==> src/rtl/pc_redirect_pkg.sv <==
// Shared constants for the PC redirect controller.
// - PC mux select codes (PC+4, branch, jump, JR).
// - FSM state encoding.
// - JR load-use wait counts: a load in EX needs 2 cycles before its result is
//   forwardable to ID, a load in MEM needs 1.
package pc_redirect_pkg;

    localparam logic [1:0] PCSEL_SEQ = 2'b00;
    localparam logic [1:0] PCSEL_BR  = 2'b01;
    localparam logic [1:0] PCSEL_J   = 2'b10;
    localparam logic [1:0] PCSEL_JR  = 2'b11;

    typedef enum logic [1:0] {
        StIdle     = 2'd0,
        StJrWait   = 2'd1,
        StRedirect = 2'd2
    } state_e;

    localparam logic [1:0] WAIT_EX  = 2'd2;
    localparam logic [1:0] WAIT_MEM = 2'd1;

endpackage

==> src/rtl/pc_redirect_ctrl_if.sv <==
// Bus between ID-stage decode/control and the PC redirect controller.
// master: decode/hazard side (drives requests, targets, load info, stall_i).
// slave : pc_redirect_ctrl (drives pc_sel, redirect_pc, write enables,
//         flush/bubble and the conflict pulse).
// Optional macro PC_REDIRECT_STATS_EN adds redirect_cnt and jr_stall_cnt.
interface pc_redirect_ctrl_if #(
    parameter int unsigned ADDR_W = 32,
    parameter int unsigned REG_AW = 5
);
    logic              stall_i;
    logic              jr_req;
    logic [ADDR_W-1:0] jr_target;
    logic              br_taken;
    logic [ADDR_W-1:0] br_target;
    logic              j_req;
    logic [ADDR_W-1:0] j_target;
    logic [REG_AW-1:0] id_rs;
    logic              ex_memread;
    logic [REG_AW-1:0] ex_rd;
    logic              mem_memread;
    logic [REG_AW-1:0] mem_rd;

    logic [1:0]        pc_sel;
    logic [ADDR_W-1:0] redirect_pc;
    logic              pc_write;
    logic              ifid_write;
    logic              flush_ifid;
    logic              bubble_idex;
    logic              conflict;
`ifdef PC_REDIRECT_STATS_EN
    logic [15:0]       redirect_cnt;
    logic [15:0]       jr_stall_cnt;
`endif

    modport master (
        output stall_i, jr_req, jr_target, br_taken, br_target, j_req, j_target,
        output id_rs, ex_memread, ex_rd, mem_memread, mem_rd,
        input  pc_sel, redirect_pc, pc_write, ifid_write, flush_ifid, bubble_idex,
        input  conflict
`ifdef PC_REDIRECT_STATS_EN
        ,
        input  redirect_cnt, jr_stall_cnt
`endif
    );

    modport slave (
        input  stall_i, jr_req, jr_target, br_taken, br_target, j_req, j_target,
        input  id_rs, ex_memread, ex_rd, mem_memread, mem_rd,
        output pc_sel, redirect_pc, pc_write, ifid_write, flush_ifid, bubble_idex,
        output conflict
`ifdef PC_REDIRECT_STATS_EN
        ,
        output redirect_cnt, jr_stall_cnt
`endif
    );

endinterface

==> src/rtl/jr_hazard_detect.sv <==
// Combinational JR load-use hazard check.
// Ports: i_jr_req, i_id_rs, i_ex_memread/i_ex_rd, i_mem_memread/i_mem_rd in;
//        o_hazard (JR must wait), o_wait_cnt (cycles until rs is forwardable).
// A load in EX dominates one in MEM since it is the younger producer.
module jr_hazard_detect
    import pc_redirect_pkg::*;
#(
    parameter int unsigned REG_AW = 5
) (
    input  logic              i_jr_req,
    input  logic [REG_AW-1:0] i_id_rs,
    input  logic              i_ex_memread,
    input  logic [REG_AW-1:0] i_ex_rd,
    input  logic              i_mem_memread,
    input  logic [REG_AW-1:0] i_mem_rd,
    output logic              o_hazard,
    output logic [1:0]        o_wait_cnt
);

    logic w_rs_nonzero;
    logic w_ex_hit;
    logic w_mem_hit;

    always_comb begin
        w_rs_nonzero = (i_id_rs != '0);
        w_ex_hit     = i_jr_req && w_rs_nonzero && i_ex_memread && (i_ex_rd == i_id_rs);
        w_mem_hit    = i_jr_req && w_rs_nonzero && i_mem_memread && (i_mem_rd == i_id_rs);
        o_hazard     = w_ex_hit || w_mem_hit;
        if (w_ex_hit) begin
            o_wait_cnt = WAIT_EX;
        end else if (w_mem_hit) begin
            o_wait_cnt = WAIT_MEM;
        end else begin
            o_wait_cnt = 2'd0;
        end
    end

endmodule

==> src/rtl/pc_redirect_ctrl.sv <==
// Sequences ID-resolved control-flow redirects (JR > branch > jump).
// Ports: clk, reset (async, active-high), bus (pc_redirect_ctrl_if.slave):
//   requests/targets/load info/stall_i in; pc_sel, redirect_pc, pc_write,
//   ifid_write, flush_ifid, bubble_idex, conflict out.
// Optional macro PC_REDIRECT_STATS_EN adds saturating redirect_cnt (commits)
// and jr_stall_cnt (JR_WAIT cycles) on the bus.
module pc_redirect_ctrl
    import pc_redirect_pkg::*;
#(
    parameter int unsigned ADDR_W = 32,
    parameter int unsigned REG_AW = 5
) (
    input logic               clk,
    input logic               reset,
    pc_redirect_ctrl_if.slave bus
);

    state_e            r_state, w_state_next;
    logic [1:0]        r_wait_cnt, w_wait_cnt_next;
    logic [1:0]        r_pc_sel, w_pc_sel_next;
    logic [ADDR_W-1:0] r_redirect_pc, w_redirect_pc_next;
    logic              r_conflict, w_conflict_next;

    logic              w_pc_write;
    logic              w_ifid_write;
    logic              w_flush_ifid;
    logic              w_bubble_idex;
    logic              w_any_req;
    logic              w_multi_req;
    logic              w_jr_hazard;
    logic [1:0]        w_jr_wait_init;

    jr_hazard_detect #(
        .REG_AW (REG_AW)
    ) u_jr_hazard_detect (
        .i_jr_req      (bus.jr_req),
        .i_id_rs       (bus.id_rs),
        .i_ex_memread  (bus.ex_memread),
        .i_ex_rd       (bus.ex_rd),
        .i_mem_memread (bus.mem_memread),
        .i_mem_rd      (bus.mem_rd),
        .o_hazard      (w_jr_hazard),
        .o_wait_cnt    (w_jr_wait_init)
    );

    assign w_any_req   = bus.jr_req || bus.br_taken || bus.j_req;
    assign w_multi_req = (bus.jr_req && bus.br_taken) || (bus.jr_req && bus.j_req) ||
                         (bus.br_taken && bus.j_req);

    always_comb begin
        w_state_next       = r_state;
        w_wait_cnt_next    = r_wait_cnt;
        w_pc_sel_next      = r_pc_sel;
        w_redirect_pc_next = r_redirect_pc;
        w_conflict_next    = 1'b0;
        w_pc_write         = 1'b1;
        w_ifid_write       = 1'b1;
        w_flush_ifid       = 1'b0;
        w_bubble_idex      = 1'b0;

        case (r_state)
            StIdle: begin
                // Stalled requests stay on the inputs and are taken once stall_i drops.
                if (!bus.stall_i && w_any_req) begin
                    w_conflict_next = w_multi_req;
                    w_pc_write      = 1'b0;
                    if (w_jr_hazard) begin
                        w_ifid_write    = 1'b0;
                        w_bubble_idex   = 1'b1;
                        w_wait_cnt_next = w_jr_wait_init;
                        w_state_next    = StJrWait;
                    end else begin
                        w_state_next = StRedirect;
                        if (bus.jr_req) begin
                            w_pc_sel_next      = PCSEL_JR;
                            w_redirect_pc_next = bus.jr_target;
                        end else if (bus.br_taken) begin
                            w_pc_sel_next      = PCSEL_BR;
                            w_redirect_pc_next = bus.br_target;
                        end else begin
                            w_pc_sel_next      = PCSEL_J;
                            w_redirect_pc_next = bus.j_target;
                        end
                    end
                end
            end
            StJrWait: begin
                w_pc_write    = 1'b0;
                w_ifid_write  = 1'b0;
                w_bubble_idex = 1'b1;
                if (!bus.stall_i) begin
                    // Last wait cycle: the forwarded rs value is valid now.
                    if (r_wait_cnt <= 2'd1) begin
                        w_wait_cnt_next    = 2'd0;
                        w_pc_sel_next      = PCSEL_JR;
                        w_redirect_pc_next = bus.jr_target;
                        w_state_next       = StRedirect;
                    end else begin
                        w_wait_cnt_next = r_wait_cnt - 2'd1;
                    end
                end
            end
            StRedirect: begin
                w_flush_ifid = 1'b1;
                if (!bus.stall_i) begin
                    w_pc_sel_next = PCSEL_SEQ;
                    w_state_next  = StIdle;
                end
            end
            default: begin
                w_state_next = StIdle;
            end
        endcase
    end

    always_ff @(posedge clk or posedge reset) begin
        if (reset) begin
            r_state       <= StIdle;
            r_wait_cnt    <= 2'd0;
            r_pc_sel      <= PCSEL_SEQ;
            r_redirect_pc <= '0;
            r_conflict    <= 1'b0;
        end else begin
            r_state       <= w_state_next;
            r_wait_cnt    <= w_wait_cnt_next;
            r_pc_sel      <= w_pc_sel_next;
            r_redirect_pc <= w_redirect_pc_next;
            r_conflict    <= w_conflict_next;
        end
    end

    assign bus.pc_sel      = r_pc_sel;
    assign bus.redirect_pc = r_redirect_pc;
    assign bus.conflict    = r_conflict;
    assign bus.pc_write    = w_pc_write;
    assign bus.ifid_write  = w_ifid_write;
    assign bus.flush_ifid  = w_flush_ifid;
    assign bus.bubble_idex = w_bubble_idex;

`ifdef PC_REDIRECT_STATS_EN
    logic [15:0] r_redirect_cnt;
    logic [15:0] r_jr_stall_cnt;
    logic        w_commit;

    assign w_commit = (r_state == StRedirect) && !bus.stall_i;

    always_ff @(posedge clk or posedge reset) begin
        if (reset) begin
            r_redirect_cnt <= 16'd0;
            r_jr_stall_cnt <= 16'd0;
        end else begin
            if (w_commit && (r_redirect_cnt != 16'hFFFF)) begin
                r_redirect_cnt <= r_redirect_cnt + 16'd1;
            end
            if ((r_state == StJrWait) && (r_jr_stall_cnt != 16'hFFFF)) begin
                r_jr_stall_cnt <= r_jr_stall_cnt + 16'd1;
            end
        end
    end

    assign bus.redirect_cnt = r_redirect_cnt;
    assign bus.jr_stall_cnt = r_jr_stall_cnt;
`endif

endmodule

==> src/flat_wrapper.sv <==
// flat-port wrapper written by rule: the top's interface ports become plain ports
module pc_redirect_ctrl_flat import pc_redirect_pkg::*;
#(
    parameter int unsigned ADDR_W = 32,
    parameter int unsigned REG_AW = 5
)
  (clk, reset, bus_stall_i, bus_jr_req, bus_jr_target, bus_br_taken, bus_br_target, bus_j_req, bus_j_target, bus_id_rs, bus_ex_memread, bus_ex_rd, bus_mem_memread, bus_mem_rd, bus_pc_sel, bus_redirect_pc, bus_pc_write, bus_ifid_write, bus_flush_ifid, bus_bubble_idex, bus_conflict);
  pc_redirect_ctrl_if #(.ADDR_W(ADDR_W), .REG_AW(REG_AW)) bus_i ();
  input logic clk;
  input logic reset;
  input wire logic [$bits(bus_i.stall_i)-1:0] bus_stall_i;
  input wire logic [$bits(bus_i.jr_req)-1:0] bus_jr_req;
  input wire logic [$bits(bus_i.jr_target)-1:0] bus_jr_target;
  input wire logic [$bits(bus_i.br_taken)-1:0] bus_br_taken;
  input wire logic [$bits(bus_i.br_target)-1:0] bus_br_target;
  input wire logic [$bits(bus_i.j_req)-1:0] bus_j_req;
  input wire logic [$bits(bus_i.j_target)-1:0] bus_j_target;
  input wire logic [$bits(bus_i.id_rs)-1:0] bus_id_rs;
  input wire logic [$bits(bus_i.ex_memread)-1:0] bus_ex_memread;
  input wire logic [$bits(bus_i.ex_rd)-1:0] bus_ex_rd;
  input wire logic [$bits(bus_i.mem_memread)-1:0] bus_mem_memread;
  input wire logic [$bits(bus_i.mem_rd)-1:0] bus_mem_rd;
  output wire logic [$bits(bus_i.pc_sel)-1:0] bus_pc_sel;
  output wire logic [$bits(bus_i.redirect_pc)-1:0] bus_redirect_pc;
  output wire logic [$bits(bus_i.pc_write)-1:0] bus_pc_write;
  output wire logic [$bits(bus_i.ifid_write)-1:0] bus_ifid_write;
  output wire logic [$bits(bus_i.flush_ifid)-1:0] bus_flush_ifid;
  output wire logic [$bits(bus_i.bubble_idex)-1:0] bus_bubble_idex;
  output wire logic [$bits(bus_i.conflict)-1:0] bus_conflict;
  assign bus_i.stall_i = bus_stall_i;
  assign bus_i.jr_req = bus_jr_req;
  assign bus_i.jr_target = bus_jr_target;
  assign bus_i.br_taken = bus_br_taken;
  assign bus_i.br_target = bus_br_target;
  assign bus_i.j_req = bus_j_req;
  assign bus_i.j_target = bus_j_target;
  assign bus_i.id_rs = bus_id_rs;
  assign bus_i.ex_memread = bus_ex_memread;
  assign bus_i.ex_rd = bus_ex_rd;
  assign bus_i.mem_memread = bus_mem_memread;
  assign bus_i.mem_rd = bus_mem_rd;
  assign bus_pc_sel = bus_i.pc_sel;
  assign bus_redirect_pc = bus_i.redirect_pc;
  assign bus_pc_write = bus_i.pc_write;
  assign bus_ifid_write = bus_i.ifid_write;
  assign bus_flush_ifid = bus_i.flush_ifid;
  assign bus_bubble_idex = bus_i.bubble_idex;
  assign bus_conflict = bus_i.conflict;
  pc_redirect_ctrl #(.ADDR_W(ADDR_W), .REG_AW(REG_AW)) u_core (.clk(clk), .reset(reset), .bus(bus_i));
endmodule
==> config.mk <==
export PLATFORM = sky130hd
export DESIGN_NAME = pc_redirect_ctrl_flat
export DESIGN_NICKNAME = d
export VERILOG_FILES = /design/src/rtl/pc_redirect_pkg.sv /design/src/rtl/pc_redirect_ctrl_if.sv /design/src/rtl/jr_hazard_detect.sv /design/src/rtl/pc_redirect_ctrl.sv /design/src/flat_wrapper.sv
export SDC_FILE = /design/constraint.sdc
export NUM_CORES = 1
export LEC_CHECK = 0
export BUFFER_PORTS_ARGS = -buffer_cell sky130_fd_sc_hd__buf_2
export CAP_MARGIN = 20
export CORE_MARGIN = 5
export CORE_UTILIZATION = 41
export CTS_BUF_LIST = sky130_fd_sc_hd__clkbuf_4
export DETAILED_ROUTE_END_ITERATION = 6
export GPL_ROUTABILITY_DRIVEN = 0
export PLACE_DENSITY_LB_ADDON = 0.3
export RECOVER_POWER = 50
export SLEW_MARGIN = 15
export SYNTH_ARGS = -nofsm -noshare
export SYNTH_HDL_FRONTEND = slang
export SYNTH_SLANG_ARGS = --single-unit
==> constraint.sdc <==
create_clock -name clk -period 3.63 [get_ports clk]
set_input_delay 0.1815 -clock clk [delete_from_list [all_inputs] [get_ports clk]]
set_output_delay 0.1815 -clock clk [all_outputs]
set_load 0.02 [all_outputs]
# After elaboration in Yosys (flattened, before gate mapping)
# Cells that the tools add are included.
# word_totals
wordCells	78
output_inout_bits	39
input_bits	119
regBits	39
# op_classes
addsub	1
mux	38
n_eq_ne	10
n_reduce_logical	23
order_cmp	1
# op_table
cell	count
two-way mux 32 bit	6
case mux 32 bit (2 select lines)	1
two-way mux 2 bit	16
case mux 2 bit (3 select lines)	2
== test 5 bit	2
logical AND 1 bit	9
two-way mux 1 bit	9
inequality test 2 bit (second input constant)	4
AND reduction 4 bit	2
case mux 1 bit (2 select lines)	3
AND reduction 6 bit	1
logical OR 1 bit	5
AND reduction 5 bit	1
nonzero test 5 bit	1
inequality test 2 x 1 -> 1 bit (second input constant)	2
case mux 2 bit (2 select lines)	1
nonzero test 3 bit	1
== test 2 x 1 -> 1 bit (second input constant)	1
== test 2 bit (second input constant)	1
<= comparator 2 x 1 -> 1 bit (second input constant)	1
zero test 2 bit	1
nonzero test 2 bit	1
subtractor 2 x 1 -> 2 bit (second input constant)	1
zero test 1 bit	1

# Logic depth before layout (Yosys ltp)
# Gate-level depths: netlist of the first run.
# depth
ltp_word	9
mapped_depth	8
ltp_nobuf	7

# By module
# Synthesis of the first run repeated with hierarchy kept, for this count alone.
# unflattened
hier_cells	268
area_unflattened_um2	2653.8
# by_module_without_submodules
mod	cells_per_inst	area_each_um2	seq_area_each_um2	n_inst
pc_redirect_ctrl	246	2501.1	975.9	1
jr_hazard_detect	22	152.6	0.0	1

# Worst setup path before layout of the first run
# OpenSTA, ideal clock, no wires.
# synth_timing
path_kind	register to output
from	reg u_core.r_state[0]
to	out bus_bubble_idex
path_buffers	0
arrival_ns	1.883
slack_ns	1.566
required_ns	3.448
stages_incl_launch_ff	7
cell_sequence	dfrtp_1 -> inv_1 -> ha_1 -> inv_1 -> or3_1 -> a211oi_1 -> or2_2
# synth_between
elab_chain_len	2
elab_cells_between_ends	3
classes_between	eq/ne (1); mux (1); reduce/logical (1)
# synth_lines
element	line_no	source
from (decl)	pc_redirect_ctrl.sv:18	state_e r_state, w_state_next;
from (signal assigned)	pc_redirect_ctrl.sv:118	r_state <= StIdle;
from (signal assigned)	pc_redirect_ctrl.sv:124	r_state <= w_state_next;
== test 2 x 1 -> 1 bit / zero test 2 bit (equally long branches)	pc_redirect_ctrl.sv:61	case (r_state)
case mux 1 bit (2 select lines) (*)	pc_redirect_ctrl.sv:61	
to (decl)	flat_wrapper.sv:28	output wire logic [$bits(bus_i.bubble_idex)-1:0] bus_bubble_idex;
# Mark *: on every way between the ends. The rest lies on a longest branch, timed or not.

# Final worst setup path of the first run
# Same ends and word-level chain as after synthesis.

==> impl_metrics.tcl, run 1 <==
set metrics [dict create \
    antenna_cells 0 \
    reg2reg_depth 8 \
    cts_num_sinks 39 \
    grt_overflow_total 0 \
    yosysUniqueCellTypes 35 \
    viasPerCell 4.85 \
    hold_depth 3 \
    synth_nets 375 \
    power_density_mw_per_mm2 578 \
    grt_pass1_vias 2210 \
    hold_viol 0 \
    wl_mm 6.69 \
    mappedNetlistArea_sq_mm 0.00252 \
    p_leak_nw 1.73 \
    cts_made_buffers 5 \
    start_util_pct 42.4 \
    crit_arrival_ns 2.63 \
    dp_hpwl_mm 5.34 \
    cts-root-buf "clkbuf_4" \
    crit_end "bus_bubble_idex" \
    synth.area.top_cells "dfrtp_1 39%, mux2i_1 13%, mux2_2 13%" \
    setup_viol 0 \
    clockBufferDepth 2 \
    async_flop_share_pct 100 \
    synth_edf_count 0 \
    synth_ff_type "dfrtp_1" \
    ys_seq_area_share_pct 38.7 \
    critPathLaunchType "register" \
    ant_nets 0 \
    drv.max_cap_violation_count 1 \
    ios 158 \
    fin_crit_sh_pct 77.4 \
    rows 28 \
    design.die.area_sq_mm 0.00782 \
    syn_area_per_cell_sq_um 9.97 \
    status "finished, violations left" \
    r2r_setup_slack_ns 1.17 \
    path_clk_slew_ns 0.12 \
    yosysTopAreaCellShare_pct 38.7 \
    crit_required_ns 3.45 \
    fp.dieH_um 88.4 \
    violations "max-capacitance violations, max-slew violations" \
    syn-instance-count 253 \
    critical_path_class "reg -> out" \
    grt_max_degree 63 \
    yosysWarnings 0 \
    slowest_stage "a211oi_1" \
    final_max_slew_viol_count 40 \
    antenna_found_initial 0 \
    post-route-drc-count 0 \
    crit_start "u_core.r_state[0]" \
    r2r_end "u_core.bus.redirect_pc[29]" \
    syn_to_final_growth_pct 34.7 \
    cpLargestDelayFamily "simple AND/OR/NAND/NOR gates" \
    firstDrtPassIters 4 \
    drt-initial-drc-count 39 \
    cts_max_level 2 \
    grt_pass1_wl_mm 9.72 \
    io_buffers 157 \
    post_cts_buffers 0 \
    coreArea_sq_mm 0.00596 \
    vias 2342 \
    die_w_um 88.4 \
    wl_per_cell_um 13.9 \
    worstMarginPinSlew_ns 2.08 \
    end_kind "output port" \
    reg2reg_from "u_core.r_state[0]" \
    finalNetCount 529 \
    fin_tns_setup_ns 0 \
    hold_class "in -> reg" \
    cp.depth 7 \
    globalRouteTotalUtil_pct 15.7 \
    clock.fmax_mhz 356 \
    cpPeakStageDelay_ns 0.55 \
    path_cells "inv_1 > ha_1 > inv_1 > or3_1 > a211oi_1 > or2_2 > buf_2" \
    worstPathMaxFanout 7 \
    total_power_mw 1.96 \
    synth_seq_cells 39 \
    clk_latency_ns 0.33 \
    ir_drop_mv 0.331 \
    finClkSkew_ns 0.00826 \
    min_period_ns 2.81 \
    rsz0062_at_grt "no" \
    drive_gt1_share_pct 45.8 \
    path_common_cell "inv_1" \
    synth_top_area_cell "dfrtp_1" \
    relSlewSlack_pct -38.7 \
    cts_tree "built" \
    critPathBufInv 3 \
]
repair_timing:
action / in CTS / in global routing
hold buffers: 1 / 0
hold endpoints to repair: 39 / 0
gates resized for setup: 0 / 0
endpoints found under the setup margin: 0 / 0
power by group:
| part | switching [mW] | internal, mW |
|---|---|---|
| Combinational | 0.583 | 0.441 |
| Sequential | 0.0962 | 0.636 |
| Clock | 0.137 | 0.0711 |
state kept, by name, summed over array words and instances (netlist names):
name / count
u_core.bus.conflict: 1
u_core.r_wait_cnt: 2
u_core.r_state: 2
u_core.bus.redirect_pc: 32
u_core.bus.pc_sel: 2
worst min-delay path, delay by kind of cell:
family / cells / cell delay [ns]
compound gates: 1 / 0.06
simple gates: 1 / 0.06
buf+inv: 1 / 0.11
cell usage in the layout, fill, tap and decap left out, drive strengths merged, types with 2 or more instances in the layout:
cell type    n
a21oi        5
or2          2
xor2         4
clkbuf      25
clkinv       2
nand2       37
xnor2        6
mux2i       33
o21ai       39
nor2b        3
nor3         5
mux2        34
buf        141
nor4         3
nor2         6
ha           3
dfrtp       39
inv          4
o31ai        2
or3          2
a211oi       2
stage by stage:
stage / instance area, sq um / cells / setup WS, ns / hold slack, ns / util (%)
after floorplan: 2520 / 253 / 1.57 / 0.325 / -
after global placement: 3360 / 474 / 1.25 / 0.329 / 56.4
after CTS: 3420 / 483 / 0.797 / 0.0833 / 57.5
final: 3400 / 483 / 0.820 / 0.106 / 57.0
after detailed placement: 3360 / 474 / 1.18 / 0.338 / 56.4
after global routing: 3400 / 483 / 0.587 / 0.0779 / 57.0
worst min-delay path by stage:
| stage | endpoint | start |
|---|---|---|
| 2_1_floorplan | u_core.bus.conflict | bus_j_req |
| 3_3_place_gp | u_core.bus.redirect_pc[25] | reset |
| 3_5_place_dp | u_core.bus.pc_sel[0] | reset |
| 4_1_cts | u_core.bus.conflict | bus_j_req |
| 5_1_grt | u_core.bus.conflict | bus_j_req |
| 6_report | u_core.bus.conflict | bus_j_req |
synthesized netlist by cell type, types with 2 or more instances:
cell type	count
buf_6	3
nor2_1	6
or2_2	2
buf_1	3
a21oi_1	5
nor2b_1	3
dfrtp_1	39
ha_1	3
clkbuf_1	6
dlygate4sd1_1	2
or3_1	2
xnor2_1	6
nand2_1	37
o21ai_0	37
nor3_1	4
mux2_2	29
o21ai_2	2
inv_1	4
nor4_1	3
a211oi_1	2
o31ai_1	2
xor2_1	4
mux2_4	5
mux2i_1	33
per-layer routing:
| metal | global-route usage (%) | share of wire [%] | routed length, um | vias to the layer above |
|---|---|---|---|---|
| met5 | 0 | 0 | 0 | - |
| met1 | 17.4 | 39 | 2600 | 1035 |
| met2 | 29.2 | 49 | 3280 | 102 |
| li1 | - | - | - | 1201 |
| met3 | 4.66 | 11 | 764 | 4 |
| met4 | 3.98 | 0.76 | 51 | 0 |
logic make-up after synthesis:
group / share of synthesized area [%]
compound gates: 11.2
xor+xnor: 3.47
fa+ha+maj: 1.49
buf+inv: 4.17
flops: 38.7
mux: 29.0
simple gates: 12.0
layout make-up:
| class | instances | area [sq um] |
|---|---|---|
| fill | 563 | 2560 |
| multi-input combinational | 195 | 1450 |
| sequential | 39 | 976 |
| timing repair buffer | 162 | 811 |
| tap | 75 | 93.8 |
| clock buffer | 5 | 37.5 |
| clock inverter | 3 | 15.0 |
| inverter | 4 | 15.0 |
(Power assumes the default switching activity.)
==> run 2: changes to the inputs <==
--- a/config.mk
+++ b/config.mk
@@ -8,7 +8,7 @@
 export BUFFER_PORTS_ARGS = -buffer_cell sky130_fd_sc_hd__buf_2
 export CAP_MARGIN = 20
 export CORE_MARGIN = 5
-export CORE_UTILIZATION = 41
+export CORE_UTILIZATION = 40
 export CTS_BUF_LIST = sky130_fd_sc_hd__clkbuf_4
 export DETAILED_ROUTE_END_ITERATION = 6
 export GPL_ROUTABILITY_DRIVEN = 0
==> constraint.sdc (replaced) <==
create_clock -name clk -period 2.3 [get_ports clk]
set_input_delay 0.115 -clock clk [delete_from_list [all_inputs] [get_ports clk]]
set_output_delay 0.115 -clock clk [all_outputs]
set_load 0.02 [all_outputs]
==> run 2 against run 1 <==
  * Critical endpoint unchanged
  * Largest cell class unchanged
  * Final cell count rose by 3.5%
  * Utilization increased by 0.14 points
  * Via count grew 4.8%
  * Clock skew rose by 0.0016 ns
  * Final area rose by 5.0%
  * Non-clock buffer count increased by 14
  * The flow now finishes without violations
  * Die area grew 2.2%
  * Power is 70% higher
==> impl_metrics.tcl, run 2 (same netlist as run 1, synthesis figures left out) <==
set metrics [dict create \
    power_density_mw_per_mm2 934 \
    final_max_slew_viol_count 0 \
    io_buffers 157 \
    fp.dieH_um 89.4 \
    p_leak_nw 1.83 \
    critical_path_class "reg -> out" \
    fin_crit_sh_pct 97.6 \
    ios 158 \
    status "finished clean" \
    start_util_pct 40.4 \
    hold_viol 0 \
    pre_cts_ws_ns -0.402 \
    hold_slack_ns 0.0874 \
    wl_mm 7.23 \
    rows 29 \
    n_fill_cell 567 \
    viasPerCell 4.91 \
    slowest_stage "dfrtp_1" \
    crit_arrival_ns 2.13 \
    grt_pass1_wl_mm 11.0 \
    globalRouteTotalUtil_pct 17.6 \
    clock.fmax_mhz 446 \
    total_power_mw 3.33 \
    relSlewSlack_pct 34.6 \
    syn_to_final_growth_pct 41.5 \
    cpPeakStageDelay_ns 0.42 \
    drt-initial-drc-count 87 \
    fin_util_pct 57.2 \
    worstMarginPinSlew_ns 0.981 \
    cpLargestDelayFamily "buffers and inverters" \
    crit_required_ns 2.18 \
    cts_num_sinks 39 \
    antenna_found_initial 0 \
    finalNetCount 544 \
    grt_max_degree 41 \
    cts_tree "built" \
    grt_pass1_vias 2407 \
    layout_common_cells "139 x buf_2, 39 x dfrtp_1, 37 x nand2_1" \
    dp_hpwl_mm 5.59 \
    drv.max_cap_violation_count 0 \
    largest_reg_flops 32 \
    setup_viol 0 \
    fin_tns_setup_ns 0 \
    drive_gt1_share_pct 49.9 \
    path_common_cell "buf_4" \
    wl_per_cell_um 14.5 \
    ir_drop_mv 0.489 \
    antenna_cells 0 \
    min_period_ns 2.24 \
    path_cells "inv_2 > ha_4 > inv_1 > or3_4 > buf_4 > a211oi_2 > buf_4 > or2_2 > buf_4" \
    grt_overflow_total 0 \
    worstPathMaxFanout 4 \
    cts-root-buf "clkbuf_4" \
    post-route-drc-count 0 \
    finClkSkew_ns 0.00985 \
    design.die.area_sq_mm 0.00799 \
    critPathLaunchType "register" \
    cts_max_level 2 \
    cts_made_buffers 5 \
    ant_nets 0 \
    end_kind "output port" \
    hold_class "in -> reg" \
    clk_latency_ns 0.35 \
    path_clk_slew_ns 0.13 \
    firstDrtPassIters 4 \
    coreArea_sq_mm 0.00624 \
    critPathBufInv 5 \
    rsz0062_at_grt "yes" \
    fin_ws_ns 0.0558 \
    final_common_cell "buf_2" \
    die_w_um 89.4 \
    clockBufferDepth 2 \
    vias 2454 \
]
-- run 2: cell type report --
| type | count | area [sq um] | area share [%] |
|---|---|---|---|
| clock buffers | 5 | 37.5 | 1.05 |
| clock inverters | 3 | 43.8 | 1.23 |
| inverters | 4 | 15.0 | 0.421 |
| multi-input cells | 196 | 1490 | 41.7 |
| flip-flops and latches | 39 | 976 | 27.3 |
| well taps | 77 | 96.3 | 2.70 |
| repair buffers | 176 | 912 | 25.6 |
-- run 2: where the power goes --
part | total, mW | leakage (nW) | switching (mW) | internal [mW]
Combinational | 1.70 | 1.31 | 0.946 | 0.752
Clock | 0.475 | 0.0452 | 0.246 | 0.229
Sequential | 1.16 | 0.471 | 0.159 | 1.00
Total | 3.33 | 1.83 | 1.35 | 1.98
-- run 2: per-stage QoR --
| stage | instance area [sq um] | cells |
|---|---|---|
| CTS | 3570 | 499 |
| global placement | 3430 | 486 |
| finish | 3570 | 500 |
| detailed placement | 3430 | 486 |
| global route | 3570 | 500 |
| floorplan | 2520 | 253 |
-- run 2: worst register-to-register path, cell delays in order, from the launching register on --
cell and delay, ns:
dfrtp_1 0.42, inv_2 0.09, ha_4 0.14, inv_1 0.05, or3_4 0.37, nor3_2 0.36, o21ai_4 0.27, mux2_4 0.38
-- run 2: what timing repair did --
action | in CTS | in global routing
endpoints found under the setup margin | 33 | 17
pin swaps | 1 | 0
gates resized for setup | 6 | 3
gates cloned | 1 | 0
buffers inserted | 2 | 1
hold buffers | 2 | 0
hold endpoints to repair | 40 | 0
-- run 2: final timing paths --
check | from | end | slack, ns | cells after the start
worst min-delay path | bus_jr_target[16] | u_core.bus.redirect_pc[16] | 0.09 | 4
worst max register to register | u_core.r_state[1] | u_core.bus.redirect_pc[2] | 0.11 | 7
worst min register to register | u_core.bus.redirect_pc[12] | u_core.bus.redirect_pc[12] | 0.52 | 1
worst max-delay path | u_core.r_state[1] | bus_bubble_idex | 0.06 | 9
min in group asynchronous | reset | u_core.r_state[1] | 0.62 | 4
max in group asynchronous | reset | u_core.bus.redirect_pc[27] | 1.08 | 4
-- run 2: per-layer routing --
layer,wire (um),part of all wire [%],vias up,global-route usage [%]
met3,447,6.2,12,4.15
met1,2730,38,1122,20.7
li1,-,-,1241,-
met5,0,0,-,0
met2,3950,55,79,31.5
met4,110,1.5,0,5.55
==> run 3: changes to the inputs <==
--- a/config.mk
+++ b/config.mk
@@ -8,7 +8,7 @@
 export BUFFER_PORTS_ARGS = -buffer_cell sky130_fd_sc_hd__buf_2
 export CAP_MARGIN = 20
 export CORE_MARGIN = 5
-export CORE_UTILIZATION = 40
+export CORE_UTILIZATION = 41
 export CTS_BUF_LIST = sky130_fd_sc_hd__clkbuf_4
 export DETAILED_ROUTE_END_ITERATION = 6
 export GPL_ROUTABILITY_DRIVEN = 0
@@ -17,4 +17,5 @@
 export SLEW_MARGIN = 15
 export SYNTH_ARGS = -nofsm -noshare
 export SYNTH_HDL_FRONTEND = slang
+export SYNTH_HIERARCHICAL = 1
 export SYNTH_SLANG_ARGS = --single-unit
==> run 3 against run 2 <==
  * Flip-flop and latch count unchanged
  * Global-route usage increased by 0.18 points
  * Count of clock-buffer cells in the layout increased by 1
  * Wire length increased by 0.55%
  * Synthesized cell count increased by 5.9%
  * Clock power decreased by 25%
  * Fmax increased by 6.3%
  * Sequential power about the same
  * Critical path type is now reg -> reg
  * Largest cell class unchanged
  * Largest power group unchanged
==> impl_metrics.tcl, run 3 <==
set metrics [dict create \
    vias 2600 \
    min_period_ns 2.11 \
    reg2reg_depth 6 \
    syn_area_per_cell_sq_um 9.90 \
    post_cts_buffers 0 \
    dpl_cell_area_sq_mm 0.00352 \
    ios 158 \
    wl_per_cell_um 14.5 \
    switchingPower_mw 1.30 \
    pwr-share-clk_pct 11.4 \
    clk_latency_ns 0.34 \
    critPathLaunchType "register" \
    grt_pass1_wl_mm 12.3 \
    synth_top_area_cell "dfrtp_1" \
    final_cells 500 \
    clock.fmax_mhz 473 \
    globalRouteTotalUtil_pct 17.8 \
    internal-power_mw 1.82 \
    hold_buffers 1 \
    io_buffers 157 \
    netSwitchingFraction_pct 41.7 \
    fin_crit_sh_pct 91.8 \
    dp_hpwl_mm 5.72 \
    reg2reg_from "u_core/r_state[0]" \
    fin_tns_setup_ns 0 \
    ys_seq_area_share_pct 36.8 \
    yosysMostFrequentCell "o21ai_0" \
    wl_mm 7.27 \
    grt_pass1_vias 2735 \
    grt_overflow_total 0 \
    die_w_um 90.5 \
    synth_top_cells_by_count "64 x o21ai_0, 39 x dfrtp_1, 34 x mux2i_1" \
    hold_class "in -> reg" \
    place_inst 491 \
    end_kind "register" \
    critical_path_class "reg -> reg" \
    crit_start "u_core/r_state[0]" \
    r2r_end "u_core/bus.redirect_pc[25]" \
    drt-initial-drc-count 71 \
    cts_tree "built" \
    ant_nets 0 \
    fp.dieH_um 90.5 \
    synth_ff_type "dfrtp_1" \
    grt_max_degree 40 \
    syn_to_final_growth_pct 34.3 \
    syn-instance-count 268 \
    largest_reg_flops 32 \
    mappedNetlistArea_sq_mm 0.00265 \
    final_common_cell "buf_2" \
    finalNetCount 545 \
    drv.max_cap_violation_count 0 \
    fin_util_pct 56.4 \
    finClkSkew_ns 0.0153 \
    synth_nets 391 \
    r2r_setup_slack_ns 0.19 \
    layout_common_cells "138 x buf_2, 64 x o21ai_0, 39 x dfrtp_1" \
    antenna_cells 0 \
    total_power_mw 3.12 \
    path_clk_slew_ns 0.12 \
    hold_viol 0 \
    ff_latch_area_sq_um 976 \
    worstPathMaxFanout 10 \
    whs_endpoint "u_core/bus.conflict" \
    cts_made_buffers 5 \
    cts-root-buf "clkbuf_4" \
    multiInputGateArea_sq_mm 0.00154 \
    yosysWarnings 6 \
    hold_depth 3 \
    yosysUniqueCellTypes 38 \
    drive_gt1_share_pct 45.4 \
    firstDrtPassIters 4 \
    final_cell_area_sq_mm 0.00356 \
    relSlewSlack_pct 35.0 \
    synth_seq_cells 39 \
    status "finished clean" \
    async_flop_share_pct 100 \
    n_fill_cell 590 \
    rows 29 \
    synth.area.top_cells "dfrtp_1 37%, mux2_2 14%, mux2i_1 13%" \
    viasPerCell 5.20 \
    crit_arrival_ns 2.35 \
    setup_viol 0 \
    clockBufferDepth 2 \
    rsz0062_at_grt "no" \
    ir_drop_mv 0.433 \
    coreArea_sq_mm 0.00631 \
    cts_num_sinks 39 \
    post-route-drc-count 0 \
    synth_edf_count 0 \
    final_max_slew_viol_count 0 \
    start_util_pct 42.0 \
    yosysTopAreaCellShare_pct 36.8 \
    design.die.area_sq_mm 0.00818 \
    worstMarginPinSlew_ns 0.975 \
    power_density_mw_per_mm2 874 \
    p_leak_nw 1.73 \
    pre_cts_ws_ns 0.0983 \
    hold_slack_ns 0.0672 \
    crit_required_ns 2.53 \
    post_cts_resized 0 \
    fin_ws_ns 0.188 \
    p_seq_share_pct 37.6 \
    antenna_found_initial 0 \
    min_from "bus_j_req" \
    combPwrFrac_pct 51.0 \
    cts_max_level 2 \
]
[run 3: changes by cell type in the layout (fill, tap and decap cells not counted), moves of 3 or more]
cell | before | now
o211ai_1 | 1 | 4
buf_4 | 17 | 8
nor2_1 | 6 | 9
mux2_2 | 29 | 32
mux2_4 | 5 | 0
o21ai_1 | 1 | 4
nand2b_1 | 1 | 4
nand2_1 | 37 | 6
o21ai_0 | 36 | 64
[run 3: cell type report]
cell class / instances / share of cell area [%]
inverters: 4 / 0.421
well taps: 77 / 2.70
flip-flops and latches: 39 / 27.4
clock buffers: 6 / 1.26
repair buffers: 169 / 24.6
clock inverters: 2 / 0.351
multi-input cells: 203 / 43.3
[run 3: worst max-delay path: stages, from the launching register on]
cell and delay [ns]:
dfrtp_1 0.43, inv_1 0.08, ha_1 0.24, nand2b_1 0.22
a2111oi_4 0.42, buf_4 0.26, mux2_2 0.35
[run 3: logic make-up (layout without fill, tap and decap cells)]
logic type / after synthesis / after routing / synth area share, %
mux: 68 / 68 / 27.3
simple gates: 39 / 39 / 8.39
compound gates: 82 / 82 / 17.3
flops: 39 / 39 / 36.8
xor+xnor: 10 / 10 / 3.30
buf+inv: 26 / 181 / 5.14
fa+ha+maj: 4 / 4 / 1.89
[run 3: routing by layer]
layer,vias to the layer above,global-route usage (%),wire [um]
met4,0,4.96,102
met3,9,5.83,653
met1,1203,20.4,2880
li1,1282,-,-
met2,106,31.5,3630
met5,-,0,0
[run 3: worst max path at each step]
stage	end	slack, ns	depth (start not counted)
CTS	bus_bubble_idex	0.19	7
global route	bus_bubble_idex	0.05	7
detailed placement	u_core/bus.redirect_pc[25]	0.1	9
global placement	u_core/bus.redirect_pc[29]	0.15	9
finish	u_core/bus.redirect_pc[25]	0.19	6
floorplan	u_core/bus.redirect_pc[10]	0.31	7
[run 3: power by group through the flow]
stage          clock, mW  combinational [mW]  sequential (mW)
2_1_floorplan          0               0.691             1.55
3_3_place_gp           0                1.63             1.17
3_5_place_dp           0                1.66             1.17
4_1_cts            0.376                1.66             1.17
5_1_grt            0.392                1.74             1.21
6_report           0.355                1.59             1.17
